[src/rtl/sha_unpadder_pkg.sv]
`default_nettype none
// +------------------------------------------------------------------+
// | sha_pkg : shared constants and state encoding for sha_unpadder   |
// | Rev 1.0                                                          |
// +------------------------------------------------------------------+
package sha_pkg;

  localparam int BLK_W        = 512;
  localparam int BLK_BYTES    = 64;
  localparam int LEN_W        = 64;
  localparam int LAST_BLK_MAX = 55;
  localparam int HOLD_MIN     = 56;
  localparam int HOLD_MAX     = 119;
  // Window byte where the length field begins, for both window bases.
  localparam int LEN_POS      = 120;

  localparam logic [7:0] PAD_MARK = 8'h80;

  typedef enum logic [2:0] {
    S_IDLE       = 3'd0,
    S_HOLD       = 3'd1,
    S_DRAIN_FULL = 3'd2,
    S_CHECK      = 3'd3,
    S_DRAIN_LAST = 3'd4,
    S_DONE       = 3'd5
  } state_t;

endpackage
`default_nettype wire

[src/rtl/sha_unpadder_if.sv]
`default_nettype none
// +------------------------------------------------------------------+
// | sha_unpadder_if : padded-block input and message-byte output bus |
// | Rev 1.0                                                          |
// +------------------------------------------------------------------+
interface sha_unpadder_if;
  import sha_pkg::*;

  logic             blk_valid;
  logic             blk_ready;
  logic [BLK_W-1:0] blk_data;
  logic             blk_last;
  logic             out_valid;
  logic             out_ready;
  logic [7:0]       out_data;
  logic             out_last;
  logic             msg_done;
  logic             len_err;
  logic             pad_err;

  modport slave (
    input  blk_valid, blk_data, blk_last, out_ready,
    output blk_ready, out_valid, out_data, out_last, msg_done, len_err, pad_err
  );

  modport master (
    output blk_valid, blk_data, blk_last, out_ready,
    input  blk_ready, out_valid, out_data, out_last, msg_done, len_err, pad_err
  );

endinterface
`default_nettype wire

[src/rtl/sha_unpadder_byte_sel.sv]
`default_nettype none
// +------------------------------------------------------------------+
// | sha_blk_byte_sel : picks one byte out of the 128-byte window     |
// | Rev 1.0                                                          |
// +------------------------------------------------------------------+
module sha_blk_byte_sel
  import sha_pkg::*;
(
  input  wire logic [2*BLK_W-1:0] i_win,
  input  wire logic [6:0]         i_idx,
  output logic      [7:0]         o_byte
);

  logic [9:0] w_lsb;

  // Byte 0 sits in the most significant bits of the window.
  assign w_lsb  = 10'(2*BLK_W - 8) - {i_idx, 3'b000};
  assign o_byte = i_win[w_lsb +: 8];

endmodule
`default_nettype wire

[src/rtl/sha_unpadder.sv]
`default_nettype none
// +------------------------------------------------------------------+
// | sha_unpadder : strips SHA-256 padding from a padded block stream |
// | Optional padding check: define SHA_UNPAD_CHECK_EN                |
// | Rev 1.0                                                          |
// +------------------------------------------------------------------+
module sha_unpadder
  import sha_pkg::*;
#(
  parameter int CNT_W = 16
)(
  input  wire logic        clk,
  input  wire logic        rst_n,
  sha_unpadder_if.slave    bus
);

  state_t             r_state;
  logic [BLK_W-1:0]   r_buf0;
  logic [BLK_W-1:0]   r_buf1;
  logic               r_hold;
  logic [CNT_W-1:0]   r_emc;
  logic [6:0]         r_idx;
  logic [6:0]         r_rem;
  logic               r_rdy;
  logic               r_valid;
  logic               r_last;
  logic               r_done;
  logic               r_len_err;
  logic               r_pad_err;

  logic [2*BLK_W-1:0] w_win;
  logic [7:0]         w_byte;
  logic               w_blk_acc;
  logic               w_out_acc;
  logic [6:0]         w_base;
  logic [CNT_W:0]     w_r;
  logic               w_len_err;
  logic               w_pad_err;

  assign w_win     = {r_buf0, r_buf1};
  assign w_blk_acc = bus.blk_valid && r_rdy;
  assign w_out_acc = r_valid && bus.out_ready;
  assign w_base    = r_hold ? 7'd0 : 7'(BLK_BYTES);

  // Extra MSB catches a length smaller than what was already emitted.
  assign w_r = {1'b0, r_buf1[3 +: CNT_W]} - {1'b0, r_emc};

  assign w_len_err = (r_buf1[2:0] != 3'd0)
                  || (|r_buf1[LEN_W-1:3+CNT_W])
                  || w_r[CNT_W]
                  || (r_hold ? ((w_r < (CNT_W+1)'(HOLD_MIN)) || (w_r > (CNT_W+1)'(HOLD_MAX)))
                             : (w_r > (CNT_W+1)'(LAST_BLK_MAX)));

`ifdef SHA_UNPAD_CHECK_EN
  logic [7:0]         w_pos;
  logic [LEN_POS-1:0] w_bad;

  assign w_pos = {1'b0, w_base} + {1'b0, w_r[6:0]};

  for (genvar k = 0; k < LEN_POS; k++) begin : g_pad
    logic [7:0] w_b;
    assign w_b      = w_win[2*BLK_W-1-8*k -: 8];
    assign w_bad[k] = ((w_pos == 8'(k)) && (w_b != PAD_MARK))
                   || ((w_pos <  8'(k)) && (w_b != 8'h00));
  end

  assign w_pad_err = |w_bad;
`else
  assign w_pad_err = 1'b0;
`endif

  sha_blk_byte_sel u_sel (
    .i_win  (w_win),
    .i_idx  (r_idx),
    .o_byte (w_byte)
  );

  always_ff @(posedge clk or negedge rst_n) begin
    if (!rst_n) begin
      r_state   <= S_IDLE;
      r_buf0    <= '0;
      r_buf1    <= '0;
      r_hold    <= 1'b0;
      r_emc     <= '0;
      r_idx     <= '0;
      r_rem     <= '0;
      r_rdy     <= 1'b0;
      r_valid   <= 1'b0;
      r_last    <= 1'b0;
      r_done    <= 1'b0;
      r_len_err <= 1'b0;
      r_pad_err <= 1'b0;
    end else begin
      case (r_state)
        S_IDLE: begin
          r_rdy <= 1'b1;
          if (w_blk_acc) begin
            if (bus.blk_last) begin
              r_buf1  <= bus.blk_data;
              r_hold  <= 1'b0;
              r_rdy   <= 1'b0;
              r_state <= S_CHECK;
            end else begin
              r_buf0  <= bus.blk_data;
              r_hold  <= 1'b1;
              r_state <= S_HOLD;
            end
          end
        end
        S_HOLD: begin
          if (w_blk_acc) begin
            r_buf1 <= bus.blk_data;
            r_rdy  <= 1'b0;
            if (bus.blk_last) begin
              r_state <= S_CHECK;
            end else begin
              r_idx   <= '0;
              r_valid <= 1'b1;
              r_last  <= 1'b0;
              r_state <= S_DRAIN_FULL;
            end
          end
        end
        S_DRAIN_FULL: begin
          if (w_out_acc) begin
            if (r_idx == 7'(BLK_BYTES-1)) begin
              r_valid <= 1'b0;
              r_buf0  <= r_buf1;
              r_emc   <= r_emc + CNT_W'(BLK_BYTES);
              r_rdy   <= 1'b1;
              r_state <= S_HOLD;
            end else begin
              r_idx <= r_idx + 7'd1;
            end
          end
        end
        S_CHECK: begin
          r_len_err <= w_len_err;
          r_pad_err <= w_pad_err && !w_len_err;
          r_idx     <= w_base;
          r_rem     <= w_r[6:0];
          if (w_len_err || (w_r == '0)) begin
            r_done  <= 1'b1;
            r_state <= S_DONE;
          end else begin
            r_valid <= 1'b1;
            r_last  <= (w_r[6:0] == 7'd1);
            r_state <= S_DRAIN_LAST;
          end
        end
        S_DRAIN_LAST: begin
          if (w_out_acc) begin
            if (r_rem == 7'd1) begin
              r_valid <= 1'b0;
              r_last  <= 1'b0;
              r_rem   <= '0;
              r_done  <= 1'b1;
              r_state <= S_DONE;
            end else begin
              r_idx  <= r_idx + 7'd1;
              r_rem  <= r_rem - 7'd1;
              r_last <= (r_rem == 7'd2);
            end
          end
        end
        S_DONE: begin
          r_done    <= 1'b0;
          r_len_err <= 1'b0;
          r_pad_err <= 1'b0;
          r_emc     <= '0;
          r_hold    <= 1'b0;
          r_rdy     <= 1'b1;
          r_state   <= S_IDLE;
        end
        default: r_state <= S_IDLE;
      endcase
    end
  end

  assign bus.blk_ready = r_rdy;
  assign bus.out_valid = r_valid;
  assign bus.out_data  = w_byte;
  assign bus.out_last  = r_last;
  assign bus.msg_done  = r_done;
  assign bus.len_err   = r_len_err;
  assign bus.pad_err   = r_pad_err;

endmodule
`default_nettype wire

[src/flat_wrapper.sv]
// flat-port wrapper written by rule: the top's interface ports become plain ports
module sha_unpadder_flat import sha_pkg::*;
#(
  parameter int CNT_W = 16
)
  (clk, rst_n, bus_blk_valid, bus_blk_data, bus_blk_last, bus_out_ready, bus_blk_ready, bus_out_valid, bus_out_data, bus_out_last, bus_msg_done, bus_len_err, bus_pad_err);
  sha_unpadder_if bus_i ();
  input  wire logic clk;
  input  wire logic rst_n;
  input wire logic [$bits(bus_i.blk_valid)-1:0] bus_blk_valid;
  input wire logic [$bits(bus_i.blk_data)-1:0] bus_blk_data;
  input wire logic [$bits(bus_i.blk_last)-1:0] bus_blk_last;
  input wire logic [$bits(bus_i.out_ready)-1:0] bus_out_ready;
  output wire logic [$bits(bus_i.blk_ready)-1:0] bus_blk_ready;
  output wire logic [$bits(bus_i.out_valid)-1:0] bus_out_valid;
  output wire logic [$bits(bus_i.out_data)-1:0] bus_out_data;
  output wire logic [$bits(bus_i.out_last)-1:0] bus_out_last;
  output wire logic [$bits(bus_i.msg_done)-1:0] bus_msg_done;
  output wire logic [$bits(bus_i.len_err)-1:0] bus_len_err;
  output wire logic [$bits(bus_i.pad_err)-1:0] bus_pad_err;
  assign bus_i.blk_valid = bus_blk_valid;
  assign bus_i.blk_data = bus_blk_data;
  assign bus_i.blk_last = bus_blk_last;
  assign bus_i.out_ready = bus_out_ready;
  assign bus_blk_ready = bus_i.blk_ready;
  assign bus_out_valid = bus_i.out_valid;
  assign bus_out_data = bus_i.out_data;
  assign bus_out_last = bus_i.out_last;
  assign bus_msg_done = bus_i.msg_done;
  assign bus_len_err = bus_i.len_err;
  assign bus_pad_err = bus_i.pad_err;
  sha_unpadder #(.CNT_W(CNT_W)) u_core (.clk(clk), .rst_n(rst_n), .bus(bus_i));
endmodule
[config.mk]
export PLATFORM = sky130hd
export DESIGN_NAME = sha_unpadder_flat
export DESIGN_NICKNAME = d
export VERILOG_FILES = /design/src/rtl/sha_unpadder_pkg.sv /design/src/rtl/sha_unpadder_if.sv /design/src/rtl/sha_unpadder_byte_sel.sv /design/src/rtl/sha_unpadder.sv /design/src/flat_wrapper.sv
export SDC_FILE = /design/constraint.sdc
export NUM_CORES = 2
export LEC_CHECK = 0
export CORE_MARGIN = 4
export CORE_UTILIZATION = 25
export CTS_CLUSTER_SIZE = 28
export DETAILED_ROUTE_END_ITERATION = 16
export DONT_BUFFER_PORTS = 1
export MAX_ROUTING_LAYER = met4
export PLACE_DENSITY = 0.47
export SLEW_MARGIN = 20
export SYNTH_ARGS = -nofsm -noshare
export SYNTH_HDL_FRONTEND = slang
export SYNTH_SLANG_ARGS = --single-unit
[constraint.sdc]
create_clock -name clk -period 6.7 [get_ports clk]
set_input_delay 1.34 -clock clk [delete_from_list [all_inputs] [get_ports clk]]
set_output_delay 1.34 -clock clk [all_outputs]
set_load 0.02 [all_outputs]
[After elaboration in Yosys (flattened, before gate mapping)]
Cells that the tools add are included.
Cells by class
  eq/ne operators: 22
  shift-type cells: 1
  muxes and demuxes: 61
  add/sub/neg operators: 5
  reductions and logical operators: 32
  magnitude comparators: 3
Operators with widths (number)
  $mux 512: 7
  $pmux 512 s2: 2
  $shiftx 1024x11->8: 1
  $mux 7: 9
  $reduce_or 45->1: 1
  $mux 16: 2
  $pmux 16 s2: 1
  $pmux 7 s4: 1
  $mux 1: 24
  $mux 3: 6
  $gt 17x6->1 const B: 1
  $gt 17x7->1 const B: 1
  $logic_not 17->1: 1
  $lt 17x6->1 const B: 1
  $sub 16x16->17: 1
  $add 16x7->16 const B: 1
  $pmux 3 s5: 1
  $eq 7x1->1 const B: 2
  $ne 2x1->1 const B: 7
  $pmux 7 s2: 1
  $ne 2x2->1 const B: 6
  $reduce_and 4->1: 3
  $reduce_bool 2->1: 6
  $reduce_and 5->1: 2
  other kinds (22): 36
Storage, ports and cells
  word-level logic and storage cells: 136
  bits of input ports: 517
  flip-flop bits (word level): 1063

[Longest topological paths before layout]
  depth in word-level cells: 8
  mapped depth: 11
  mapped depth without buffers: 9

[By module]
Synthesis repeated with hierarchy kept, for this count alone.
Second synthesis, totals
  cells, all modules: 4656
  area, all modules: 52330.2 sq um
Modules (own cells, without submodules)
  sha_unpadder: instances 1, cells each 4236, area each 44323.8 sq um, sequential area each 26450.4 sq um
  sha_blk_byte_sel: instances 1, cells each 420, area each 8006.4 sq um, sequential area each 0.0 sq um

[Least setup slack after synthesis]
Ideal clock, no wire load.
  kind: flip-flop to output port
  from: reg u_core.r_idx[0]
  to: out bus_out_data[0]
  stages on the path, launching flop included: 10
  buffers on the path: 4
  setup slack: 2748 ps
  data required time: 5360 ps
  data arrival time: 2612 ps
  path through: dfrtp_1 > buf_2 > buf_6 > buf_2 > buf_1 > mux4_2 > mux4_2 > mux2i_1 > a22oi_1 > o21a_1
On the way
  longest elaborated chain between the ends: 2
Ends and longest elaborated chain
  start: declaration: line sha_unpadder.sv:22  | logic [6:0] r_idx;
  start signal: assignment: line sha_unpadder.sv:133  | r_idx <= r_idx + 7'd1;
  start signal: assignment: line sha_unpadder.sv:140  | r_idx <= w_base;
  start signal: assignment: line sha_unpadder.sv:160  | r_idx <= r_idx + 7'd1;
  $sub 10x10->10: line sha_unpadder_byte_sel.sv:17  | assign w_lsb = 10'(2*BLK_W - 8) - {i_idx, 3'b000};
  $shiftx 1024x11->8: line sha_unpadder_byte_sel.sv:18  | assign o_byte = i_win[w_lsb +: 8];
  end: declaration: line flat_wrapper.sv:16  | output wire logic [$bits(bus_i.out_data)-1:0] bus_out_data;
Every way passes these cells.

[Worst setup path after layout]
  from: reg u_core.r_idx[0]
  to: out bus_out_data[1]
The elaborated chain is that of the path after synthesis.

==> metrics.txt <==
die footprint 0.2195 sq mm; Remaining Overflow, GRT 0; IO Pins 531; die width 468.5 um; crit path kind reg2out; crit path max fanout 62; fillers 21.74k; largest net degree at the start of global routing 267; slowest stage delay, CP 0.82 ns; mapped cell area 0.05301 sq mm; total CTS buffers 133; Critical Path RT 5.36 ns; Worst Tran Pin Value 1.330 ns; CTS tree yes; biggest area consumer among synthesized cells dfrtp_1; VDD IR max 0.2401 mV; status complete, no violations; hold slack 0.2494 ns; PD cells 489.7 mW/mm^2; crit-path cells buf_12 > mux4_2 > mux4_2 > mux2i_1 > a22oi_1 > o21a_1; Reg2Reg Launch Point u_core.r_idx[2]$_DFFE_PN0P_; initial antenna violation count 61; fin area 0.06071 sq mm; Worst Clk Skew 0.04054 ns; Total Routing Usage GR 0.1909; r2r setup slk 2.43 ns; hold buffer count at cts 0; H-tree levels 4; worst reg-to-reg path cell count 9; nets 5,531; Unique masters post-synth 62; Seq/Total Area, Yosys 0.4989; internal power 18,440 uW; Final Critical Period 5.672 ns; Worst Path Buf+Inv 1; Arrival @ worst endpoint 4.33 ns; postcts setup bufs 0; switch share 0.3798; Final Routed Wirelength 206,400 um; commonest non-fill, non-tap cell in the layout nand2_1; Starting Density 0.2522; Leak 0.02622 uW; Clk network pwr share 0.254; Psw 11,290 uW; Via Count 38.21k; DR vias/cell 4.770; initial drt markers 3,596; final hold vios 0; max frequency 0.1763 GHz; CTS root buf clkbuf_16; Comb power frac 0.337; final worst path period share 0.8466; number of enable flip-flop cells after synthesis 0; Area Growth Syn to Fin 14.52%; Post-DRT Antenna Nets 0; ys flop type dfrtp_1; Avg Cell Area, Syn 10.22 sq um; TritonCTS Sinks 1,057; vias in the first global route 37.44k; Setup crit start kind flip-flop; critical path depth 6; Yosys warnings 0; Placement Cell Area 0.05578 sq mm; Worst R2R End u_core.r_buf0[333]$_DFFE_PN0P_; commonest non-fill, non-tap cells in the layout nand2_1, dfrtp_1, mux2i_1, o21ai_0, mux4_2; first-pass GRT wire length 293,200 um; worst-path cell with the longest stage delay dfrtp_4; max-cap violation count 0; # DRC 0; Post-synth ARST share 1.000; worst skew pair latency 0.79 ns; Post-CTS Resized 0; Setup TNS 0 ns; Most Frequent Cell on Critical Path mux4_2; Yosys reg bits 1,057; area of the core 0.2102 sq mm; Final Slew Violations 0; I/O Buffers 0; CP endpoint kind output pin; Post-DP HPWL 150,500 um; First-pass DRT Iterations 5; per-cell routed wire length 25.76 um; Row Count 168; share of the synthesized area in the top cell type 0.4989; Clock Path Buffers 3; Die H 468.5 um; critical path's top delay family multiplexers; top cells by area, synth dfrtp_1, nand2_1, mux4_2; Worst-path clk slew 0.06 ns; Hold WC Path Type in2async; final setup violation count 0; sequential power share 0.409; RSZ-0062 raised after global routing false; cell count after synthesis 5,186; Relative slew margins 0.1136; worst setup path end bus_out_data[1]; share of post-route cells with drive strength above 1 0.1179; Placer Congestion 0.8452; Critical Path Start u_core.r_idx[0]$_DFFE_PN0P_
cells in the mapped netlist, drive strengths merged (2+ instances only):
library cell and instances:
o22a 2, ha 17, o22ai 2, mux2i 528
inv 25, a221oi 3, nor3b 8, nand3 13
nand4 5, a211oi 5, a22oi 10, nor2 35
o211ai 3, or3 6, o311a 2, conb 2
nor4b 2, a32oi 3, a31oi 6, xor2 3
or4 3, or3b 2, and2 3, clkbuf 279
dfrtp 1057, a21o 5, a211o 2, mux4 328
o2111ai 3, buf 99, o221ai 3, nand2 2080
nand2b 5, nor2b 4, a21oi 27, xnor2 11
o21ai 542, nor4 18, nand4b 2, nor3 8
o21a 9
sequential cells by signal (all words and copies together) (netlist names):
signal                count
u_core.bus.out_valid      1
u_core.r_rem              7
u_core.bus.blk_ready      1
u_core.r_hold             1
u_core.r_buf0           512
u_core.r_state            3
u_core.bus.len_err        1
u_core.r_emc             10
u_core.r_buf1           512
u_core.bus.msg_done       1
u_core.r_idx              7
u_core.bus.out_last       1
worst min-delay path by stage:
stage	startpoint	endpoint	slack, ns	cells past startpoint
after CTS	rst_n	u_core.r_buf1[496]$_DFFE_PN0P_	0.20	0
after detailed placement	u_core.r_buf0[393]$_DFFE_PN0P_	u_core.r_buf0[393]$_DFFE_PN0P_	0.47	2
final	rst_n	u_core.r_buf1[496]$_DFFE_PN0P_	0.25	0
after global placement	u_core.r_buf0[95]$_DFFE_PN0P_	u_core.r_buf0[95]$_DFFE_PN0P_	0.46	2
after global routing	rst_n	u_core.r_buf0[496]$_DFFE_PN0P_	0.20	0
after floorplan	u_core.r_buf0[104]$_DFFE_PN0P_	u_core.r_buf0[104]$_DFFE_PN0P_	0.44	2
worst register-to-register path, stage by stage (launching register included):
cell and delay, ns:
dfrtp_4 0.92, buf_4 0.52, nand3_1 0.25, or3_1 0.45, o32ai_1 0.24, nand2_4 0.38, buf_12 0.35, buf_12 0.36
nand2_1 0.49, o21ai_0 0.11
power by group through the flow:
stage                     Sequential, uW  Combinational (uW)  Clock (uW)
after global placement             12300                9830           0
after floorplan                    10700                7820           0
final                              12200               10000        7540
after detailed placement           12200               10100           0
after global routing               12500               11200        8020
after CTS                          12200               10100        7740
through the flow:
stage	power [uW]	setup WS [ns]	instances	util
final	29730	1.028	8011	0.2888
after global routing	31650	0.8371	7990	0.2886
after CTS	30010	0.9142	7899	0.2871
after detailed placement	22340	1.772	7664	0.2654
after global placement	22140	1.759	7663	0.2652
after floorplan	18540	2.748	5187	-
layout make-up:
cell class              instances  area, sq um  share of cell area
flip-flops and latches       1057        26470              0.4360
multi-input cells            3727        24910              0.4104
clock buffers                 186         3831             0.06311
well taps                    2805         3510             0.05781
repair buffers                 53        878.3             0.01447
clock inverters                49        743.2             0.01224
diodes                        109        272.8            0.004493
inverters                      25        93.84            0.001546
logic make-up (layout without fill, tap and decap cells):
family | count (synthesis) | count (layout) | share of synthesized area
and+or+nand+nor | 2200 | 2200 | 0.1601
DFF | 1057 | 1057 | 0.4989
muxes | 856 | 856 | 0.2390
AOI/OAI and AO/OA | 637 | 637 | 0.06384
buffers and inverters | 403 | 313 | 0.03160
adders and majority gates | 17 | 17 | 0.004012
xor gates and xnor gates | 14 | 14 | 0.002313
other | 2 | 112 | 0.0001417
routing by layer:
metal,part of all wire,GRT usage,vias up,wire length (um)
met3,0.11,0.08604,178,23610
met2,0.46,0.2910,1147,94530
met1,0.41,0.2321,19327,84190
met4,0.019,0.04279,0,4017
li1,-,-,17562,-
met5,0,-,-,0
Note: power is estimated with default switching activity, not from simulation.
